`src/rtl/rb_write_ctrl.sv`:
```
// Row-buffer write controller: lane-rotating BRAM writes plus
// registered steering controls aligned with the 1-cycle BRAM read.
module rb_write_ctrl #(
    parameter int PIXEL_WIDTH       = 8,
    parameter int RBs               = 3,
    parameter int RB_ADDR           = 2,
    parameter int BRAM_R_DATA_WIDTH = 24,
    parameter int IMG_WIDTH         = 640,
    parameter int IMG_HEIGHT        = 480,
    parameter int COL_ADDR          = 10,
    parameter int ROW_ADDR          = 9
) (
    input  logic                         clk,
    input  logic                         rst_n,
    input  logic                         start,
    input  logic                         in_valid,
    output logic                         in_ready,
    input  logic [PIXEL_WIDTH-1:0]       in_pixel,
    output logic [RBs-1:0]               bram_we,
    output logic [COL_ADDR-1:0]          bram_addr,
    output logic [BRAM_R_DATA_WIDTH-1:0] bram_wdata,
    output logic                         steer_en,
    output logic [RB_ADDR-1:0]           steer_sel,
    output logic [PIXEL_WIDTH-1:0]       cur_pixel,
    output logic                         frame_done
);

    typedef enum logic [1:0] {
        IDLE,
        FILL,
        RUN,
        DONE
    } state_t;

    state_t state, state_nxt;

    logic [COL_ADDR-1:0] col;
    logic [ROW_ADDR-1:0] row;
    logic [RB_ADDR-1:0]  wr_rb;
    logic                accept;
    logic                eol;
    logic                last_row;
    logic                fill_full;
    logic                done_nxt;

    assign accept    = in_valid & in_ready;
    assign eol       = accept && (col == COL_ADDR'(IMG_WIDTH - 1));
    assign last_row  = (row == ROW_ADDR'(IMG_HEIGHT - 1));
    assign fill_full = (row == ROW_ADDR'(RBs - 1));

    assign bram_addr  = col;
    assign bram_we    = accept ? (RBs'(1) << wr_rb) : '0;
    assign bram_wdata = {RBs{in_pixel}};

    always_comb begin
        state_nxt = state;
        in_ready  = 1'b0;
        done_nxt  = 1'b0;
        unique case (state)
            IDLE: begin
                if (start) state_nxt = FILL;
            end
            FILL: begin
                in_ready = 1'b1;
                // Last-row test first covers frames no taller than the window
                if (eol && last_row) begin
                    state_nxt = DONE;
                    done_nxt  = 1'b1;
                end else if (eol && fill_full) begin
                    state_nxt = RUN;
                end
            end
            RUN: begin
                in_ready = 1'b1;
                if (eol && last_row) begin
                    state_nxt = DONE;
                    done_nxt  = 1'b1;
                end
            end
            DONE: begin
                state_nxt = IDLE;
            end
            default: begin
                state_nxt = IDLE;
            end
        endcase
    end

    always_ff @(posedge clk or negedge rst_n) begin
        if (!rst_n) begin
            state      <= IDLE;
            frame_done <= 1'b0;
        end else begin
            state      <= state_nxt;
            frame_done <= done_nxt;
        end
    end

    always_ff @(posedge clk or negedge rst_n) begin
        if (!rst_n) begin
            col   <= '0;
            row   <= '0;
            wr_rb <= '0;
        end else if (state == IDLE && start) begin
            col   <= '0;
            row   <= '0;
            wr_rb <= '0;
        end else if (accept) begin
            if (col == COL_ADDR'(IMG_WIDTH - 1)) begin
                col   <= '0;
                row   <= row + ROW_ADDR'(1);
                wr_rb <= (wr_rb == RB_ADDR'(RBs - 1)) ?
                         '0 : wr_rb + RB_ADDR'(1);
            end else begin
                col <= col + COL_ADDR'(1);
            end
        end
    end

    // Registered to line up with the BRAM read data of the same column
    always_ff @(posedge clk or negedge rst_n) begin
        if (!rst_n) begin
            steer_en  <= 1'b0;
            steer_sel <= '0;
            cur_pixel <= '0;
        end else begin
            steer_en <= accept && (state == RUN);
            if (accept) begin
                steer_sel <= wr_rb;
                cur_pixel <= in_pixel;
            end
        end
    end

endmodule

```
`config.mk`:
```
export PLATFORM = sky130hd
export DESIGN_NAME = rb_write_ctrl
export DESIGN_NICKNAME = d
export VERILOG_FILES = /design/src/rtl/rb_write_ctrl.sv
export SDC_FILE = /design/constraint.sdc
export NUM_CORES = 1
export LEC_CHECK = 0
export CAP_MARGIN = 20
export CORE_UTILIZATION = 42
export CTS_CLUSTER_SIZE = 10
export DETAILED_ROUTE_END_ITERATION = 10
export PLACE_DENSITY = 0.85
export SETUP_SLACK_MARGIN = 0.02
export SYNTH_ARGS = -nofsm -noshare
export SYNTH_HDL_FRONTEND = slang
export SYNTH_SLANG_ARGS = --single-unit
```
`constraint.sdc`:
```
create_clock -name clk -period 1.7 [get_ports clk]
set_input_delay 0.255 -clock clk [delete_from_list [all_inputs] [get_ports clk]]
set_output_delay 0.255 -clock clk [all_outputs]
set_load 0.005 [all_outputs]
```
---- Word level (Yosys, flattened, before mapping) ----
Index checks and enable logic that the tools add are counted.
Widths: inputs -> output; s select.
cells by class
  bitwise operators ....................... 1
  multiplexer cells ....................... 19
  $add $sub $neg .......................... 3
  divide/modulo/power cells ............... 0
  equal/unequal tests ..................... 10
  shift-type cells ........................ 1
  multipliers ............................. 0
  $lt $le $gt $ge ......................... 0
  reductions and logical operators ........ 11
operator list
  cell                   count
  $mux 10                3
  $mux 9                 3
  $mux 2                 8
  $add 10x1->10 const B  1
  $eq 10x10->1 const B   1
  $add 9x1->9 const B    1
  $eq 9x2->1 const B     1
  $eq 9x9->1 const B     1
  $pmux 2 s4             1
  $eq 2x2->1 const B     3
  $logic_and 1x1->1      5
  $ne 2x2->1 const B     2
  $reduce_bool 2->1      2
  $mux 1                 3
  $mux 3                 1
  $ne 3x3->1 const B     1
  $reduce_and 3->1       1
  $shl 1x2->3 const A    1
  $add 2x1->2 const B    1
  $eq 2x1->1 const B     1
  $logic_not 2->1        1
  $reduce_and 2->1       1
  $reduce_or 2->1        1
  $and 1x1->1            1
storage, ports and cells
  word-level logic and storage cells ...... 53
  memories ................................ 0
  ROM bits ................................ 0
  memory bits (writable) .................. 0
  bits in registers ....................... 35
  latch bits .............................. 0
  input bits .............................. 12

---- Logic depth before layout (Yosys ltp) ----
  depth after elaboration ................. 9
  gate-level depth with buffers ........... 8
  mapped depth without buffers ............ 7

---- Worst setup path before layout ----
Ideal clock, no wire load.
  kind .................................... reg-to-reg
  start ................................... register state[0]
  end ..................................... register state[1]
  path slack .............................. -0.208 ns
  arrival time ............................ 1.780 ns
  clock period less this slack ............ 1.908 ns
  stages on the path, launching flop included .. 8
  setup time .............................. 0.128 ns
  cell sequence ........................... dfrtp_1 inv_1 ha_1 nand4_4 nor4_4 o21ai_1 a21oi_2 mux2_1
on the way
  longest elaborated chain between the ends .. 8
  elaborated cells between the ends (all ways) .. 16
  those cells by class .................... eq/ne (6); mux (3); bitwise (1); reduce/logical (6)
ends and longest elaborated chain
  item                                            RTL line    RTL
  from (decl)                                     35          state_t state, state_nxt;
  from (signal assigned)                          94          state <= state_nxt;
  $eq 2x2->1 or $eq 2x1->1 (tied branches)        59          unique case (state)
  $reduce_or 2->1 (no line) *                     n/a
  $mux 1 *                                        59
  named net in_ready                              17          output logic in_ready,
  $and 1x1->1 *                                   46          assign accept = in_valid & in_ready;
  $logic_and 1x1->1 *                             47          assign eol = accept && (col == COL_ADDR'(IMG_WIDTH - 1));
  $logic_and 1x1->1 (on tied branches)            66, 75, 69
  $mux 2 (tied with other cells)                  66          if (eol && last_row) begin
  $pmux 2 s4 or $reduce_and 3->1 (tied branches)  n/a
Mark *: on every way through the listed nets, which the timed path passes. The rest lies on a longest branch.
A chain may end at the register's enable or synchronous reset.

---- Worst setup path in the final report ----
  start ................................... register state[1]
  end ..................................... output port bram_we[1]
on the way
  longest elaborated chain between the ends .. 5
  elaborated cells between the ends (all ways) .. 6
  those cells by class .................... eq/ne (2); mux (2); bitwise (1); reduce/logical (1)
ends and longest elaborated chain
  item                                      RTL line  RTL
  $eq 2x2->1 or $eq 2x1->1 (tied branches)  59
  $reduce_or 2->1 (no line) *               n/a
  $mux 1 *                                  59
  $and 1x1->1 *                             46
  $mux 3 *                                  52        assign bram_we = accept ? (RBs'(1) << wr_rb) : '0;
  to (decl)                                 19        output logic [RBs-1:0] bram_we,
Every way passes the cells marked *; elsewhere a longest branch is shown, timed or not.

==> summary.md <==
| Metric | Value |
|---|---|
| Status | complete, but fails checks |
| Failing checks | negative setup slack |
| Final #Nets | 280 |
| Worst Path Required | around 1400 ps |
| Sequential fraction of the synthesis area | 0.446 |
| Final TNS setup | -1300 ps |
| IO Pins | between 60 and 70 |
| Initial core utilization | 0.445 |
| Crit Reg-Reg Startpoint | state[1]$_DFFE_PN0P_ |
| Pwr/cell area | roughly 900 mW/mm² |
| Yosys cell types | 37 |
| Largest net degree at the start of global routing | 36 |
| Antenna-violating nets left | 0 |
| Post-Syn Nets | slightly above 200 |
| Hold Path Class | in2async |
| Via total after detailed routing | roughly 1600 |
| Layout cell share with drive strength beyond 1 | 0.344 |
| YS warnings | 0 |
| Total congestion overflow | 0 |
| Total track usage | 0.213 |
| Pre-antenna DRT Iters | 4 |
| Crit path DAT | 1570 ps |
| Leakage power | around 1.4 nW |
| Max IR drop VDD | between 0.8 and 0.9 mV |
| Fin. max-slew vios | 0 |
| CTS Root Buffer Type | clkbuf_8 |
| Post-synthesis sequential element count | 35 |
| Initial antenna violation count | 0 |
| Fillers | around 310 |
| Die width | ~70 µm |
| Die height | 70.4 µm |
| Max-cap violations | 0 |
| Commonest non-fill, non-tap cell in the layout | clkdlybuf4s50_1 |
| Area of the core | 0.00441 mm² |
| Maximum clock rate | 0.547 GHz |
| Antenna diodes | 0 |
| Cts bufs inserted | 5 |
| Final WS setup | -127 ps |
| Crit path launch | state[1]$_DFFE_PN0P_ |
| CTS Hold Bufs | 0 |
| Wire per inst | 16.8 µm |
| Vias in the first global route | between 1500 and 2000 |
| Final setup fails | 23 |
| Crit path kind | reg2out |
| CTS max path bufs | 2 |
| DR vias/cell | 5.10 |
| Gpl congestion | 0.808 |
| Area Growth Syn to Fin | 55.8% |
| Syn avg cell area | ~11 µm² |
| Initial DRC count | between 50 and 60 |
| Type of origin of the critical path | flop |
| Final period util | 1.07 |
| RSZ-0062 raised after global routing | yes |
| Rows | 24 |
| Clock Latency Late Sink | 300 ps |
| Tightest Pin Transition | around 440 ps |
| Port bufs | slightly above 60 |
| Skew final | between 5 and 6 ps |
| Post-Route WL | 5280 µm |
| Total Die Area | just under 0.005 mm² |
| Power, Total | approximately 2.7 mW |
| Max Fanout on Critical Path | 5 |
| Crit. End Element | primary output |
| Post-Syn Instances | between 150 and 200 |
| Hold Vio Cnt, Final | 0 |
| CTS tree | yes |
| Most frequent cells in the layout | 57 x clkdlybuf4s50_1, 35 x dfrtp_1, 27 x buf_4 |
| Sink Count | 35 |
| First-pass GRT wire length | 7950 µm |
| Dpl hpwl | 3410 µm |
| Clk slew on worst S/H paths | around 80 ps |
| Max H-tree Level | 2 |
| DRC | 0 |
| Min cycle time layout | approximately 1800 ps |
| Max-slew headroom | 0.704 |
| Hold WS | roughly 390 ps |
| Synth Cell Area | around 0.0020 mm² |
final cells by class:
class / count / area (µm²) / area share
Clock buffer: 5 / 68.8 / 0.0225
Timing Repair Buffer: 96 / 936 / 0.306
Tap cell: 52 / 65.1 / 0.0213
Sequential cell: 35 / 876 / 0.286
Multi-Input combinational cell: 119 / 1030 / 0.338
Inverter: 4 / 15.0 / 0.00490
Clock inverter: 3 / 67.6 / 0.0221
critical path, cell delays in order (launching register included):
cell and delay [ps]:
dfrtp_1 370, inv_2 60, ha_4 280, nand2_2 120, nor3b_2 190, dlygate4sd2_1 250
metal layers:
layer  vias up  GRT usage  wire (µm)
met4         0     0.0733         67
met3         6     0.0534        166
met5         -          0          0
met2        34      0.375       2930
met1       805      0.248       2120
li1        756          -          -
cell usage after synthesis (all sizes together):
master | number | share of area
a211oi | 2 | 0.0076
a21o | 1 | 0.0038
a21oi | 3 | 0.0095
a221oi | 1 | 0.0045
and2 | 4 | 0.013
and3 | 3 | 0.0095
and4b | 1 | 0.0051
buf | 26 | 0.10
clkbuf | 2 | 0.0038
dfrtp | 35 | 0.45
ha | 7 | 0.045
inv | 4 | 0.0076
mux2 | 12 | 0.069
mux2i | 2 | 0.010
nand2 | 9 | 0.017
nand3 | 4 | 0.017
nand4 | 10 | 0.039
nand4bb | 1 | 0.0083
nor2 | 30 | 0.057
nor2b | 1 | 0.0032
nor3 | 2 | 0.011
nor3b | 2 | 0.0076
nor4 | 2 | 0.014
o21ai | 1 | 0.0025
o311ai | 1 | 0.0045
or2 | 2 | 0.0064
or3 | 1 | 0.0032
xnor2 | 5 | 0.022
xor2 | 12 | 0.053
power breakdown:
| part | total (mW) | switching (mW) | leakage [nW] | internal [mW] |
|---|---|---|---|---|
| Sequential | 1.02 | 0.100 | 0.455 | 0.922 |
| Clock | 0.914 | 0.329 | 0.0644 | 0.585 |
| Combinational | 0.786 | 0.329 | 0.874 | 0.458 |
flip-flops by register name, indices dropped and copies added (netlist names):
register and count:
bram_addr 10, cur_pixel 8, frame_done 1, row 9, state 2, steer_en 1
steer_sel 2, wr_rb 2
through the flow:
stage / utilization / instances / instance area, µm² / worst slack (ps)
after global routing: 0.694 / 314 / 3060 / -211
after global placement: 0.604 / 296 / 2670 / -220
after detailed placement: 0.604 / 296 / 2670 / -277
after floorplan: - / 186 / 1980 / -3.53
after CTS: 0.668 / 310 / 2950 / -121
final: 0.694 / 314 / 3060 / -127
path summary, 6_finish.rpt:
check                                           endpoint  slack, ps  depth (start not counted)
max in group asynchronous       steer_sel[0]$_DFFE_PN0P_        990                          2
worst max-delay path                          bram_we[1]       -130                          5
min in group clk                cur_pixel[3]$_DFFE_PN0P_        510                          1
worst min register to register  cur_pixel[3]$_DFFE_PN0P_        510                          1
worst min-delay path            bram_addr[3]$_DFFE_PN0P_        390                          2
worst max register to register      state[1]$_DFFE_PN0P_       -120                          8
cell families (layout without fill, tap and decap cells):
kind of cell | count (synthesis) | in the layout | share of synthesized area
AO/OA/AOI/OAI | 9 | 9 | 0.0325
XOR/XNOR | 17 | 17 | 0.0757
adder cells (fa/ha/maj) | 7 | 7 | 0.0446
buffers and inverters | 32 | 108 | 0.111
flip-flops | 35 | 35 | 0.446
multiplexers | 14 | 14 | 0.0789
AND/OR/NAND/NOR | 72 | 72 | 0.211
what timing repair did:
action	in CTS	in global routing
setup buffers	5	4
resized for setup	26	22
pin swaps	15	11
setup endpoints to repair	20	35
cloned	1	1
No activity file was read; power rests on OpenSTA's default activity.
